--- src/rtl/eth_wb_master_arbiter.sv ---
// Arbitrates the Ethernet DMA Wishbone master port between Tx reads and Rx writes, using round-robin selection and single or fixed-length bursts.
// Latency: the grant is combinational in IDLE/DONE. cyc/stb rise one cycle after the grant. Acks and errors reach the owner in the same cycle.
// Backpressure: the slave stalls by withholding ack. A watchdog aborts the transfer after TIMEOUT unacknowledged strobe cycles.
module eth_wb_master_arbiter #(
    parameter int BURST_LEN = 4,
    parameter int TIMEOUT   = 255
) (
    input  logic        WB_CLK_I,
    input  logic        Reset_n,
    input  logic        tx_req,
    input  logic [29:0] tx_adr,
    input  logic        tx_burst,
    output logic        tx_gnt,
    output logic        tx_ack,
    output logic [31:0] tx_dat,
    output logic        tx_err,
    input  logic        rx_req,
    input  logic [29:0] rx_adr,
    input  logic        rx_burst,
    input  logic [31:0] rx_dat,
    input  logic [3:0]  rx_sel,
    output logic        rx_gnt,
    output logic        rx_ack,
    output logic        rx_err,
    output logic [29:0] m_wb_adr_o,
    output logic [3:0]  m_wb_sel_o,
    output logic        m_wb_we_o,
    output logic [31:0] m_wb_dat_o,
    output logic        m_wb_cyc_o,
    output logic        m_wb_stb_o,
    output logic [2:0]  m_wb_cti_o,
    output logic [1:0]  m_wb_bte_o,
    input  logic [31:0] m_wb_dat_i,
    input  logic        m_wb_ack_i,
    input  logic        m_wb_err_i,
    output logic        busy
);

    typedef enum logic [1:0] {IDLE, XFER, DONE} state_t;

    // The beat counter holds the number of beats still to be acked.
    localparam logic [4:0] BEATS_BURST = 5'(BURST_LEN);
    // The watchdog fires during the TIMEOUT-th strobe cycle without ack/err.
    localparam logic [9:0] WD_LIMIT    = 10'(TIMEOUT - 1);

    state_t      state;
    logic        owner_rx;
    logic        last_rx;
    logic        burst_q;
    logic [4:0]  beats;
    logic [9:0]  wd_cnt;

    logic        can_grant;
    logic        grant_tx;
    logic        grant_rx;
    logic        timeout;
    logic        bus_err;
    logic        bus_ack;
    logic        last_beat;

    // DONE counts as an arbitration point so only one cyc-low cycle separates transfers.
    assign can_grant = (state == IDLE) || (state == DONE);
    assign grant_tx  = can_grant && tx_req && (!rx_req || last_rx);
    assign grant_rx  = can_grant && rx_req && (!tx_req || !last_rx);

    // Err (real or watchdog) takes priority over ack in the same cycle.
    assign timeout   = (wd_cnt >= WD_LIMIT);
    assign bus_err   = m_wb_stb_o && (m_wb_err_i || timeout);
    assign bus_ack   = m_wb_stb_o && m_wb_ack_i && !bus_err;
    assign last_beat = (beats == 5'd1);

    assign tx_gnt     = grant_tx;
    assign rx_gnt     = grant_rx;
    assign tx_ack     = bus_ack && !owner_rx;
    assign rx_ack     = bus_ack && owner_rx;
    assign tx_err     = bus_err && !owner_rx;
    assign rx_err     = bus_err && owner_rx;
    assign tx_dat     = m_wb_dat_i;
    assign m_wb_dat_o = (m_wb_stb_o && owner_rx) ? rx_dat : 32'h0;
    assign m_wb_bte_o = 2'b00;
    assign busy       = grant_tx || grant_rx || (state != IDLE);

    // The cycle type comes from the latched burst flag and the remaining beat count.
    always_comb begin
        m_wb_cti_o = 3'b000;
        if (m_wb_stb_o && burst_q) begin
            m_wb_cti_o = last_beat ? 3'b111 : 3'b010;
        end
    end

    // Main FSM: grant and latch the request, run the beats, then hold one turnaround cycle.
    always_ff @(posedge WB_CLK_I or negedge Reset_n) begin
        if (!Reset_n) begin
            state      <= IDLE;
            owner_rx   <= 1'b0;
            last_rx    <= 1'b1;
            burst_q    <= 1'b0;
            beats      <= 5'd0;
            wd_cnt     <= 10'd0;
            m_wb_cyc_o <= 1'b0;
            m_wb_stb_o <= 1'b0;
            m_wb_we_o  <= 1'b0;
            m_wb_adr_o <= 30'h0;
            m_wb_sel_o <= 4'h0;
        end else begin
            case (state)
                IDLE, DONE: begin
                    if (grant_tx || grant_rx) begin
                        state      <= XFER;
                        m_wb_cyc_o <= 1'b1;
                        m_wb_stb_o <= 1'b1;
                        owner_rx   <= grant_rx;
                        last_rx    <= grant_rx;
                        m_wb_we_o  <= grant_rx;
                        m_wb_adr_o <= grant_rx ? rx_adr : tx_adr;
                        m_wb_sel_o <= grant_rx ? rx_sel : 4'hF;
                        burst_q    <= grant_rx ? rx_burst : tx_burst;
                        beats      <= (grant_rx ? rx_burst : tx_burst) ? BEATS_BURST : 5'd1;
                        wd_cnt     <= 10'd0;
                    end else begin
                        state <= IDLE;
                    end
                end
                XFER: begin
                    if (bus_err) begin
                        // Abort: discard the remaining beats and keep the failing address.
                        m_wb_cyc_o <= 1'b0;
                        m_wb_stb_o <= 1'b0;
                        m_wb_we_o  <= 1'b0;
                        wd_cnt     <= 10'd0;
                        state      <= DONE;
                    end else if (bus_ack) begin
                        m_wb_adr_o <= m_wb_adr_o + 30'd1;
                        beats      <= beats - 5'd1;
                        wd_cnt     <= 10'd0;
                        if (last_beat) begin
                            m_wb_cyc_o <= 1'b0;
                            m_wb_stb_o <= 1'b0;
                            m_wb_we_o  <= 1'b0;
                            state      <= DONE;
                        end
                    end else if (wd_cnt != 10'h3FF) begin
                        wd_cnt <= wd_cnt + 10'd1;
                    end
                end
                default: state <= IDLE;
            endcase
        end
    end

endmodule

--- config.mk ---
export PLATFORM = sky130hd
export DESIGN_NAME = eth_wb_master_arbiter
export DESIGN_NICKNAME = d
export VERILOG_FILES = /design/src/rtl/eth_wb_master_arbiter.sv
export SDC_FILE = /design/constraint.sdc
export NUM_CORES = 1
export LEC_CHECK = 0
export CORE_MARGIN = 1.5
export CORE_UTILIZATION = 30
export DETAILED_ROUTE_END_ITERATION = 10
export PLACE_DENSITY = 0.68
export SLEW_MARGIN = 40
export SYNTH_ARGS = -nofsm -noshare
export SYNTH_HDL_FRONTEND = slang
export SYNTH_SLANG_ARGS = --single-unit
--- constraint.sdc ---
create_clock -name WB_CLK_I -period 4.7 [get_ports WB_CLK_I]
set_input_delay 0.705 -clock WB_CLK_I [delete_from_list [all_inputs] [get_ports WB_CLK_I]]
set_output_delay 0.705 -clock WB_CLK_I [all_outputs]
set_load 0.01 [all_outputs]
Yosys cells after proc, flatten, opt, wreduce, memory -nomap -nowiden
Cells that the tools add are included.
{ "totals": {"reg_bits": 56, "input_bits": 136, "out_inout_bits": 113, "wordCells": 89} }
{ "classes": {"addsub": 3, "order_cmp": 1, "n_eq_ne": 10, "mux": 32, "n_reduce_logical": 33} }
{ "op_table": {"columns": ["cell", "count"], "rows": [
  ["$mux W30", 4],
  ["$pmux W30 S2", 1],
  ["$mux W10", 4],
  ["$mux W32", 1],
  ["$add A30 B1 Y30 const B", 1],
  ["$pmux W10 S2", 1],
  ["$mux W5", 3],
  ["$logic_and A1 B1 Y1", 13],
  ["$add A10 B1 Y10 const B", 1],
  ["$ge A10 B8 Y1 const B", 1],
  ["$ne A10 B10 Y1 const B", 1],
  ["$pmux W5 S2", 1],
  ["$mux W3", 3],
  ["$reduce_and A4 Y1", 2],
  ["$mux W1", 7],
  ["$logic_or A1 B1 Y1", 6],
  ["$mux W2", 3],
  ["$ne A2 B2 Y1 const B", 3],
  ["$ne A3 B3 Y1 const B", 2],
  ["$eq A5 B1 Y1 const B", 1],
  ["$logic_not A1 Y1", 5],
  ["$sub A5 B1 Y5 const B", 1],
  ["$mux W4", 1],
  ["$ne A4 B4 Y1 const B", 1],
  ["other kinds (9)", 12]
]} }

Depth between registers and ports, before layout
Gate-level depths: netlist of run 1.
{ "logic_depth": {"depth_word": 8, "mapped_depth": 9, "depth_no_buf": 7} }

Least setup slack after synthesis of run 1
Ideal clock, no wire load.
{ "synth_timing": {"path_type": "reg2reg", "from": "register m_wb_adr_o[0]", "to": "register m_wb_adr_o[26]", "arrival_time_ns": 2.096, "t_required_ns": 4.579, "slack_ns": 2.483, "stages_incl_launch_ff": 8, "synth_period_minus_slack_ns": 2.217, "path_cell_list": "dfrtp_1 > ha_1 > nand4_1 > or4_1 > buf_2 > or3_1 > a21o_1 > a22o_1"} }
{ "synth_via": {"elab_chain_len": 4} }
{ "synth_lines": {"columns": ["item", "line", "source"], "rows": [
  ["start: declaration", "25", "output logic [29:0] m_wb_adr_o,"],
  ["start signal: assignment", "115", "m_wb_adr_o <= grant_rx ? rx_adr : tx_adr;"],
  ["start signal: assignment", "133", "m_wb_adr_o <= m_wb_adr_o + 30'd1;"],
  ["$add A30 B1 Y30", "133", null],
  ["$mux W30", "132", "end else if (bus_ack) begin"],
  ["$mux W30", "125", "if (bus_err) begin"],
  ["$pmux W30 S2", "106", "case (state)"]
]} }
Every way passes these cells. The select of a mux whose other input is x is not followed.
A chain may end at the register's enable or synchronous reset.

Worst setup path in the final report of run 1
{ "layout_timing": {"from": "input tx_req", "to": "output busy"} }
{ "layout_via": {"elab_chain_len": 5, "word_cells_on_any_way": 7, "classes_between": "reduce/logical: 7"} }
{ "layout_lines": {"columns": ["item", "line", "source"], "rows": [
  ["start: declaration", "10", "input logic tx_req,"],
  ["$logic_not A1 Y1", "64", "assign grant_rx = can_grant && rx_req && (!tx_req || !last_rx);"],
  ["$logic_or A1 B1 Y1", "64", null],
  ["$logic_and A1 B1 Y1", "64", null],
  ["$logic_or A1 B1 Y1 (*) (2 in a row)", "81", "assign busy = grant_tx || grant_rx || (state != IDLE);"],
  ["end: declaration", "36", "output logic busy"]
]} }
Mark *: on every way between the ends. The rest lies on a longest branch, timed or not.

==> impl_metrics.tcl, run 1 <==
set metrics [dict create \
    status "finished clean" \
    synth-seq-area-share_pct 33.36 \
    final_common_cell "clkdlybuf4s50_1" \
    cts_root_buffer "clkbuf_16" \
    seqCellArea_um2 1405 \
    grt_overflow_total 0 \
    async_reset_ff_share_pct 100.0 \
    dpl.hpwl_um 10200 \
    ir_worst_vdd_uv 255.4 \
    place_area_um2 5901 \
    fin_nets 783 \
    initial_core_util_pct 30.52 \
    cts_hold_buf 0 \
    synth.avg_cell_area_um2 8.100 \
    yosysWarnings 0 \
    ios 249 \
    clkLatencyLatePin_ns 0.30 \
    clk_pin_slew_ns 0.07 \
    cp_top_family "buffers and inverters" \
    design_area_um2 6092 \
    drt_iter0_markers 201 \
    synth_cells 519 \
    crit_path_end "busy" \
    diodes 0 \
    drt_first_pass_iters 5 \
    routed_wl_um 13920 \
    grt.total_usage_pct 18.66 \
    syn_area_um2 4204 \
    design.core.area_um2 13770 \
    cts_tree "built" \
    r2r_slack_ns 2.06 \
    grt_pass1_wl_um 22160 \
    reg2reg_from "wd_cnt[0]" \
    synth_top_area_cell "dfrtp_1" \
    worst_path_max_delay_cell "clkdlybuf4s50_1" \
    finalPower_uw 3550 \
    postCtsSetupBuffers 0 \
    max_freq_mhz 301.0 \
    period_minus_slack_ns 3.322 \
    ys_ff_latch 56 \
    postRouteAntennaNets 0 \
    startpoint_type "primary input" \
    path_class "primary input to output pin" \
    slew_viol_final 0 \
    stdcell_count 822 \
    relSlewSlack_pct 44.21 \
    postCtsResizedCells 0 \
    grt_max_degree 57 \
    cp.depth 5 \
    fillers 1332 \
    hold_path.class "primary input to asynchronous set/reset pin" \
    drive_above_1_share_pct 4.361 \
    cts_max_path_buffers 2 \
    syn_to_final_growth_pct 44.91 \
    timing_hold_violations_final 0 \
    synth_cell_types 58 \
    tns_ns 0 \
    htreeDepth 2 \
    setup_viol 0 \
    p_per_area_nw_per_um2 582.8 \
    viasPerCell 5.412 \
    cp.arrival_ns 2.62 \
    synth-edff-count 0 \
    wl_per_cell_um 16.93 \
    max_stage_delay_ns 0.56 \
    clkSinkCount 56 \
    drc 0 \
    crit_buf_inv 2 \
    fin_crit_sh_pct 70.68 \
    synth_area_leaders "dfrtp_1 (33%), and3_1 (7.6%), buf_4 (6.4%)" \
    path_cells "clkdlybuf4s50_1, nor2_1, nor2_1, or3_1, clkdlybuf4s50_1" \
    grt_setup_unrepaired "no" \
    r2r_cells 7 \
    numCtsBuffers 5 \
    crit_fanout 9 \
    synthFlopType "dfrtp_1" \
    multiInputGateArea_um2 2325 \
    fin_skew_ns 0.01465 \
    dieHeight_um 121.4 \
    tightest_slew_ns 0.8348 \
    crit_path_end_kind "output pin" \
    die_area_um2 14730 \
    startpoint "tx_req" \
    r2r-end "m_wb_adr_o[23]" \
    most-common-layout-cells "clkdlybuf4s50_1 (181), dfrtp_1 (53), and3_1 (51)" \
    dp_cells 815 \
    antenna_found_initial 0 \
    via_count 4449 \
    cap_violations 0 \
    worstPathRequired_ns 3.99 \
    gp_congestion 0.8215 \
    numPortBuffers 182 \
    leakagePower_uw 0.002471 \
    die_w_um 121.4 \
    synth_top_area_share_pct 32.74 \
    grt_pass1_vias 4391 \
    rows 43 \
    postLayoutCoreUtil_pct 44.23 \
]
state kept, by name, indices dropped and copies added (netlist names):
name	flops
wd_cnt	10
m_wb_adr_o	30
m_wb_stb_o	1
beats	5
m_wb_we_o	1
m_wb_sel_o	4
last_rx	1
state	2
burst_q	1
owner_rx	1
cells by family (layout without fill, tap and decap cells):
logic type      count (synthesis)  after routing  synth area share, %
compound gates                137            137                21.85
xor+xnor                        4              4               0.8332
fa+ha+maj                       5              5                1.488
buf+inv                        95            217                11.93
flops                          56             56                33.36
mux                            10             10                2.381
other cells                     1              2              0.08920
simple gates                  211            211                28.07
layer usage:
layer  up-vias  wire (µm)  share of wire [%]  global-route usage, %
li1       2130          -                  -                      -
met1      2100       6026                 43                  23.88
met2       195       6784                 49                  31.74
met3        24        905                6.5                  3.430
met4         0        204                1.5                  5.809
met5         -          0                  0                      0
cells in the mapped netlist, types with 6 or more instances:
library cell	n
nor4_1	14
and2_1	13
a221oi_1	11
a21oi_1	24
inv_1	20
nor3_1	10
mux2i_1	10
nand2_1	36
a22o_1	6
a31oi_1	6
or3_1	6
buf_4	36
o22ai_1	6
clkbuf_1	27
nor2_1	26
and3_1	51
o2bb2ai_1	6
dfrtp_1	55
nand4_1	13
buf_2	7
nand3_1	18
o21ai_0	38
final cells by class:
| cell class | count | share of cell area (%) |
|---|---|---|
| inverters | 21 | 1.294 |
| clock inverters | 2 | 0.9858 |
| multi-input cells | 369 | 38.16 |
| clock buffers | 5 | 2.054 |
| well taps | 180 | 3.697 |
| repair buffers | 189 | 30.75 |
| flip-flops and latches | 56 | 23.06 |
per-stage QoR:
stage | hold slack [ns] | worst slack, ns
CTS | 0.5013 | 1.377
global route | 0.5205 | 1.275
detailed placement | 0.4842 | 1.383
floorplan | 0.4094 | 2.483
finish | 0.4705 | 1.378
global placement | 0.4830 | 1.447
where the power goes:
group          switching [µW]  internal [µW]
Clock                     174            303
Combinational             995           1030
Sequential                356            691
Total                    1530           2020
worst min-delay path by stage:
stage,end,start,cells past startpoint
final,beats[4],Reset_n,2
after global routing,m_wb_sel_o[3],Reset_n,2
after CTS,m_wb_sel_o[1],m_wb_sel_o[1],1
after detailed placement,m_wb_sel_o[1],m_wb_sel_o[1],1
after global placement,last_rx,last_rx,2
after floorplan,beats[0],Reset_n,0
(Power assumes the default switching activity.)
==> inputs of run 2 (changes only) <==
==> constraint.sdc (replaced) <==
create_clock -name WB_CLK_I -period 3.1 [get_ports WB_CLK_I]
set_input_delay 0.465 -clock WB_CLK_I [delete_from_list [all_inputs] [get_ports WB_CLK_I]]
set_output_delay 0.465 -clock WB_CLK_I [all_outputs]
set_load 0.01 [all_outputs]
==> impl_metrics.tcl, run 2 (synthesis results as in run 1) <==
set metrics [dict create \
    status "finished clean" \
    gp_congestion 0.8401 \
    ios 249 \
    holdWs_ns 0.2369 \
    routed_wl_um 14150 \
    initial_core_util_pct 30.52 \
    drt_iter0_markers 234 \
    viasPerCell 5.437 \
    design.core.area_um2 13770 \
    postRouteAntennaNets 0 \
    relSlewSlack_pct 56.17 \
    cp_common_cell "nor2_1" \
    die_area_um2 14730 \
    top_regs "m_wb_adr_o (30), wd_cnt (10), beats (5)" \
    dieHeight_um 121.4 \
    worstPathRequired_ns 2.63 \
    cts_tree "built" \
    hold_path.class "primary input to asynchronous set/reset pin" \
    fillers 1334 \
    drt_first_pass_iters 5 \
    grt_pass1_wl_um 22390 \
    clkSinkCount 56 \
    grt.total_usage_pct 19.14 \
    path_class "flip-flop to output pin" \
    drc 0 \
    grt_setup_unrepaired "no" \
    die_w_um 121.4 \
    timing_hold_violations_final 0 \
    dp_cells 822 \
    p_per_area_nw_per_um2 870.7 \
    fin_crit_sh_pct 91.63 \
    max_freq_mhz 352.0 \
    cts_hold_buf 0 \
    grt_max_degree 57 \
    rows 43 \
    htreeDepth 2 \
    path_cells "inv_1, ha_1, o211ai_1, nor2_1, nor2_1, and4_1, clkdlybuf4s50_1" \
    clkLatencyLatePin_ns 0.30 \
    crit_fanout 5 \
    via_count 4513 \
    numCtsBuffers 5 \
    tightest_slew_ns 0.6558 \
    wl_per_cell_um 17.04 \
    ir_worst_vdd_uv 319.0 \
    setup_viol 0 \
    slew_viol_final 0 \
    drive_above_1_share_pct 4.923 \
    crit_path_end_kind "output pin" \
    largest_register "m_wb_adr_o" \
    postCtsResizedCells 0 \
    stdcell_count 830 \
    most-common-layout-cells "clkdlybuf4s50_1 (181), dfrtp_1 (54), and3_1 (51)" \
    startpoint_type "flip-flop" \
    fin_nets 790 \
    diodes 0 \
    tns_ns 0 \
    numPortBuffers 182 \
    seqCellArea_um2 1404 \
    r2r_cells 7 \
    worst_path_max_delay_cell "clkdlybuf4s50_1" \
    syn_to_final_growth_pct 44.76 \
    grt_overflow_total 0 \
    dpl.hpwl_um 10450 \
    leakagePower_uw 0.002470 \
    largest_register_ffs 30 \
    final_common_cell "clkdlybuf4s50_1" \
    multiInputGateArea_um2 2306 \
    max_stage_delay_ns 0.54 \
    period_minus_slack_ns 2.841 \
    cts_root_buffer "clkbuf_16" \
    antenna_found_initial 0 \
    cts_max_path_buffers 2 \
    grt_pass1_vias 4382 \
    postCtsSetupBuffers 0 \
    cp.arrival_ns 2.38 \
    clk_pin_slew_ns 0.07 \
    fin_skew_ns 0.005162 \
    cap_violations 0 \
]
run 2: stage by stage:
step / power [µW] / util (%) / cell area, µm² / setup WS, ns
after floorplan: 3259 / - / 4208 / 0.8828
after global placement: 4649 / 43.09 / 5934 / 0.4811
after detailed placement: 4736 / 43.09 / 5934 / 0.4329
after CTS: 5348 / 44.15 / 6081 / 0.2886
after global routing: 5752 / 44.19 / 6086 / 0.1012
final: 5299 / 44.19 / 6086 / 0.2595
run 2: worst paths after layout:
path	from	end	slack [ns]
worst min register to register	m_wb_sel_o[3]	m_wb_sel_o[3]	0.49
min in group WB_CLK_I	m_wb_sel_o[3]	m_wb_sel_o[3]	0.49
max in group asynchronous	Reset_n	owner_rx	2.46
worst max register to register	wd_cnt[0]	m_wb_adr_o[8]	0.53
worst max-delay path	wd_cnt[0]	tx_ack	0.26
worst min-delay path	Reset_n	wd_cnt[0]	0.24
run 2: layout make-up:
cell class / count / area share [%]
repair buffers: 196 / 31.64
flip-flops and latches: 56 / 23.07
clock buffers: 8 / 2.405
multi-input cells: 369 / 37.89
well taps: 180 / 3.701
inverters: 21 / 1.295
run 2: power breakdown:
part	leakage, µW	total, µW	internal [µW]	switching [µW]
sequential	0.000687	1540	1050	490
combinational	0.00171	3170	1600	1570
clock	0.0000712	589	324	265
run 2: per-layer routing:
metal / vias up / part of all wire [%] / global-route usage (%)
li1: 2148 / - / -
met1: 2138 / 42 / 23.96
met2: 204 / 49 / 32.73
met3: 23 / 7.9 / 4.041
met4: 0 / 1.5 / 6.103
met5: - / 0 / 0
run 2: critical path, delay by kind of cell (launching register included):
family                   cells  cell delay [ns]
buffers and inverters        2             0.60
AND/OR/NAND/NOR              3             0.60
flip-flops                   1             0.43
AO/OA/AOI/OAI                1             0.26
adder cells (fa/ha/maj)      1             0.19
==> inputs of run 3 (changes only) <==
--- a/config.mk
+++ b/config.mk
@@ -5,8 +5,9 @@
 export SDC_FILE = /design/constraint.sdc
 export NUM_CORES = 1
 export LEC_CHECK = 0
-export CORE_MARGIN = 1.5
+export CORE_MARGIN = 2
 export CORE_UTILIZATION = 30
+export CTS_CLUSTER_DIAMETER = 30
 export DETAILED_ROUTE_END_ITERATION = 10
 export PLACE_DENSITY = 0.68
 export SLEW_MARGIN = 40
==> impl_metrics.tcl, run 3 (synthesis results as in run 1) <==
set metrics [dict create \
    startpoint_type "flip-flop" \
    cts_root_buffer "clkbuf_16" \
    gp_congestion 0.8391 \
    period_minus_slack_ns 2.826 \
    diodes 0 \
    via_count 4578 \
    cp.arrival_ns 2.36 \
    postCtsResizedCells 0 \
    numCtsBuffers 5 \
    syn_to_final_growth_pct 45.00 \
    fin_nets 791 \
    slew_viol_final 0 \
    setup_viol 0 \
    cap_violations 0 \
    worstPathRequired_ns 2.63 \
    startpoint "wd_cnt[0]" \
    path_class "flip-flop to output pin" \
    r2r_cells 6 \
    timing_hold_violations_final 0 \
    cts_hold_buf 0 \
    antenna_found_initial 0 \
    setup_ws_ns 0.2742 \
    hold_path.class "primary input to asynchronous set/reset pin" \
    cts_max_path_buffers 2 \
    rows 43 \
    clk_pin_slew_ns 0.07 \
    clkLatencyLatePin_ns 0.29 \
    crit_path_end "tx_ack" \
    drt_first_pass_iters 5 \
    p_per_area_nw_per_um2 873.1 \
    die_area_um2 14980 \
    postRouteAntennaNets 0 \
    fin_crit_sh_pct 91.16 \
    fin_skew_ns 0.006550 \
    tightest_slew_ns 0.7526 \
    cts_tree "built" \
    die_w_um 122.4 \
    most-common-layout-cells "clkdlybuf4s50_1 (181), dfrtp_1 (55), and3_1 (51)" \
    grt_pass1_vias 4371 \
    grt_overflow_total 0 \
    grt_setup_unrepaired "no" \
    ios 249 \
    multiInputGateArea_um2 2307 \
    clkSinkCount 56 \
    top_regs "m_wb_adr_o (30), wd_cnt (10), beats (5)" \
    design.core.area_um2 13770 \
    htreeDepth 2 \
    grt_pass1_wl_um 21900 \
    postCtsSetupBuffers 0 \
    final_common_cell "clkdlybuf4s50_1" \
    r2r_slack_ns 0.62 \
    initial_core_util_pct 30.52 \
    grt_max_degree 57 \
    crit_path_end_kind "output pin" \
    relSlewSlack_pct 49.83 \
    drc 0 \
    drive_above_1_share_pct 5.376 \
    viasPerCell 5.509 \
    largest_register_ffs 30 \
    seqCellArea_um2 1403 \
    largest_register "m_wb_adr_o" \
    status "finished clean" \
    ir_worst_vdd_uv 364.4 \
    leakagePower_uw 0.002481 \
    numPortBuffers 182 \
    reg2reg_from "m_wb_adr_o[0]" \
    routed_wl_um 14200 \
    dp_slack_ns 0.4258 \
    drt_iter0_markers 298 \
    dieHeight_um 122.4 \
    max_freq_mhz 353.9 \
    dpl.hpwl_um 10340 \
    r2r-end "m_wb_adr_o[26]" \
    fillers 1353 \
    crit_fanout 5 \
    grt.total_usage_pct 18.22 \
    tns_ns 0 \
    wl_per_cell_um 17.09 \
]
-- run 3: cell count changes in the layout (fill, tap and decap cells not counted) --
cell      before  now
and2_1        14   13
clkinv_2       0    2
and2_2         0    1
buf_4         13   14
dfrtp_2        1    0
clkbuf_1       2    0
dfrtp_1       54   55
-- run 3: metal layers --
layer | share of wire [%] | vias to the layer above | track usage, %
li1 | - | 2140 | -
met1 | 42 | 2194 | 22.81
met2 | 47 | 217 | 30.63
met3 | 7.8 | 27 | 3.578
met4 | 2.5 | 0 | 7.543
met5 | 0 | - | 0
-- run 3: through the flow --
stage,utilization [%],hold slack (ns),cells,total power [µW],area (µm²)
final,44.26,0.2295,831,5322,6096
after global routing,44.26,0.2808,831,5729,6096
after CTS,44.23,0.3459,831,5339,6092
after detailed placement,43.15,0.4783,823,4732,5943
after global placement,43.14,0.4729,823,4639,5942
after floorplan,-,0.1694,520,3259,4208
-- run 3: layout make-up --
class,instances,share of cell area (%)
clock inverter,2,0.1642
tap,180,3.695
multi-input combinational,369,37.85
inverter,21,1.293
timing repair buffer,197,31.71
sequential,56,23.01
clock buffer,6,2.278
-- run 3: power breakdown --
part	internal, µW	switching (µW)
clock network	320	267
logic	1610	1600
registers	1050	488
-- run 3: worst min path at each step --
stage | to | startpoint
2_1_floorplan | beats[0] | Reset_n
3_3_place_gp | m_wb_sel_o[2] | m_wb_sel_o[2]
3_5_place_dp | m_wb_sel_o[2] | m_wb_sel_o[2]
4_1_cts | wd_cnt[9] | Reset_n
5_1_grt | wd_cnt[9] | Reset_n
6_report | wd_cnt[9] | Reset_n
-- run 3: worst max-delay path, stage by stage (launching register included) --
cell and delay [ns]:
dfrtp_1 0.42, inv_1 0.07, ha_1 0.19, o211ai_1 0.27, nor2_1 0.15, nor2_1 0.22
and4_1 0.22, clkdlybuf4s50_1 0.54
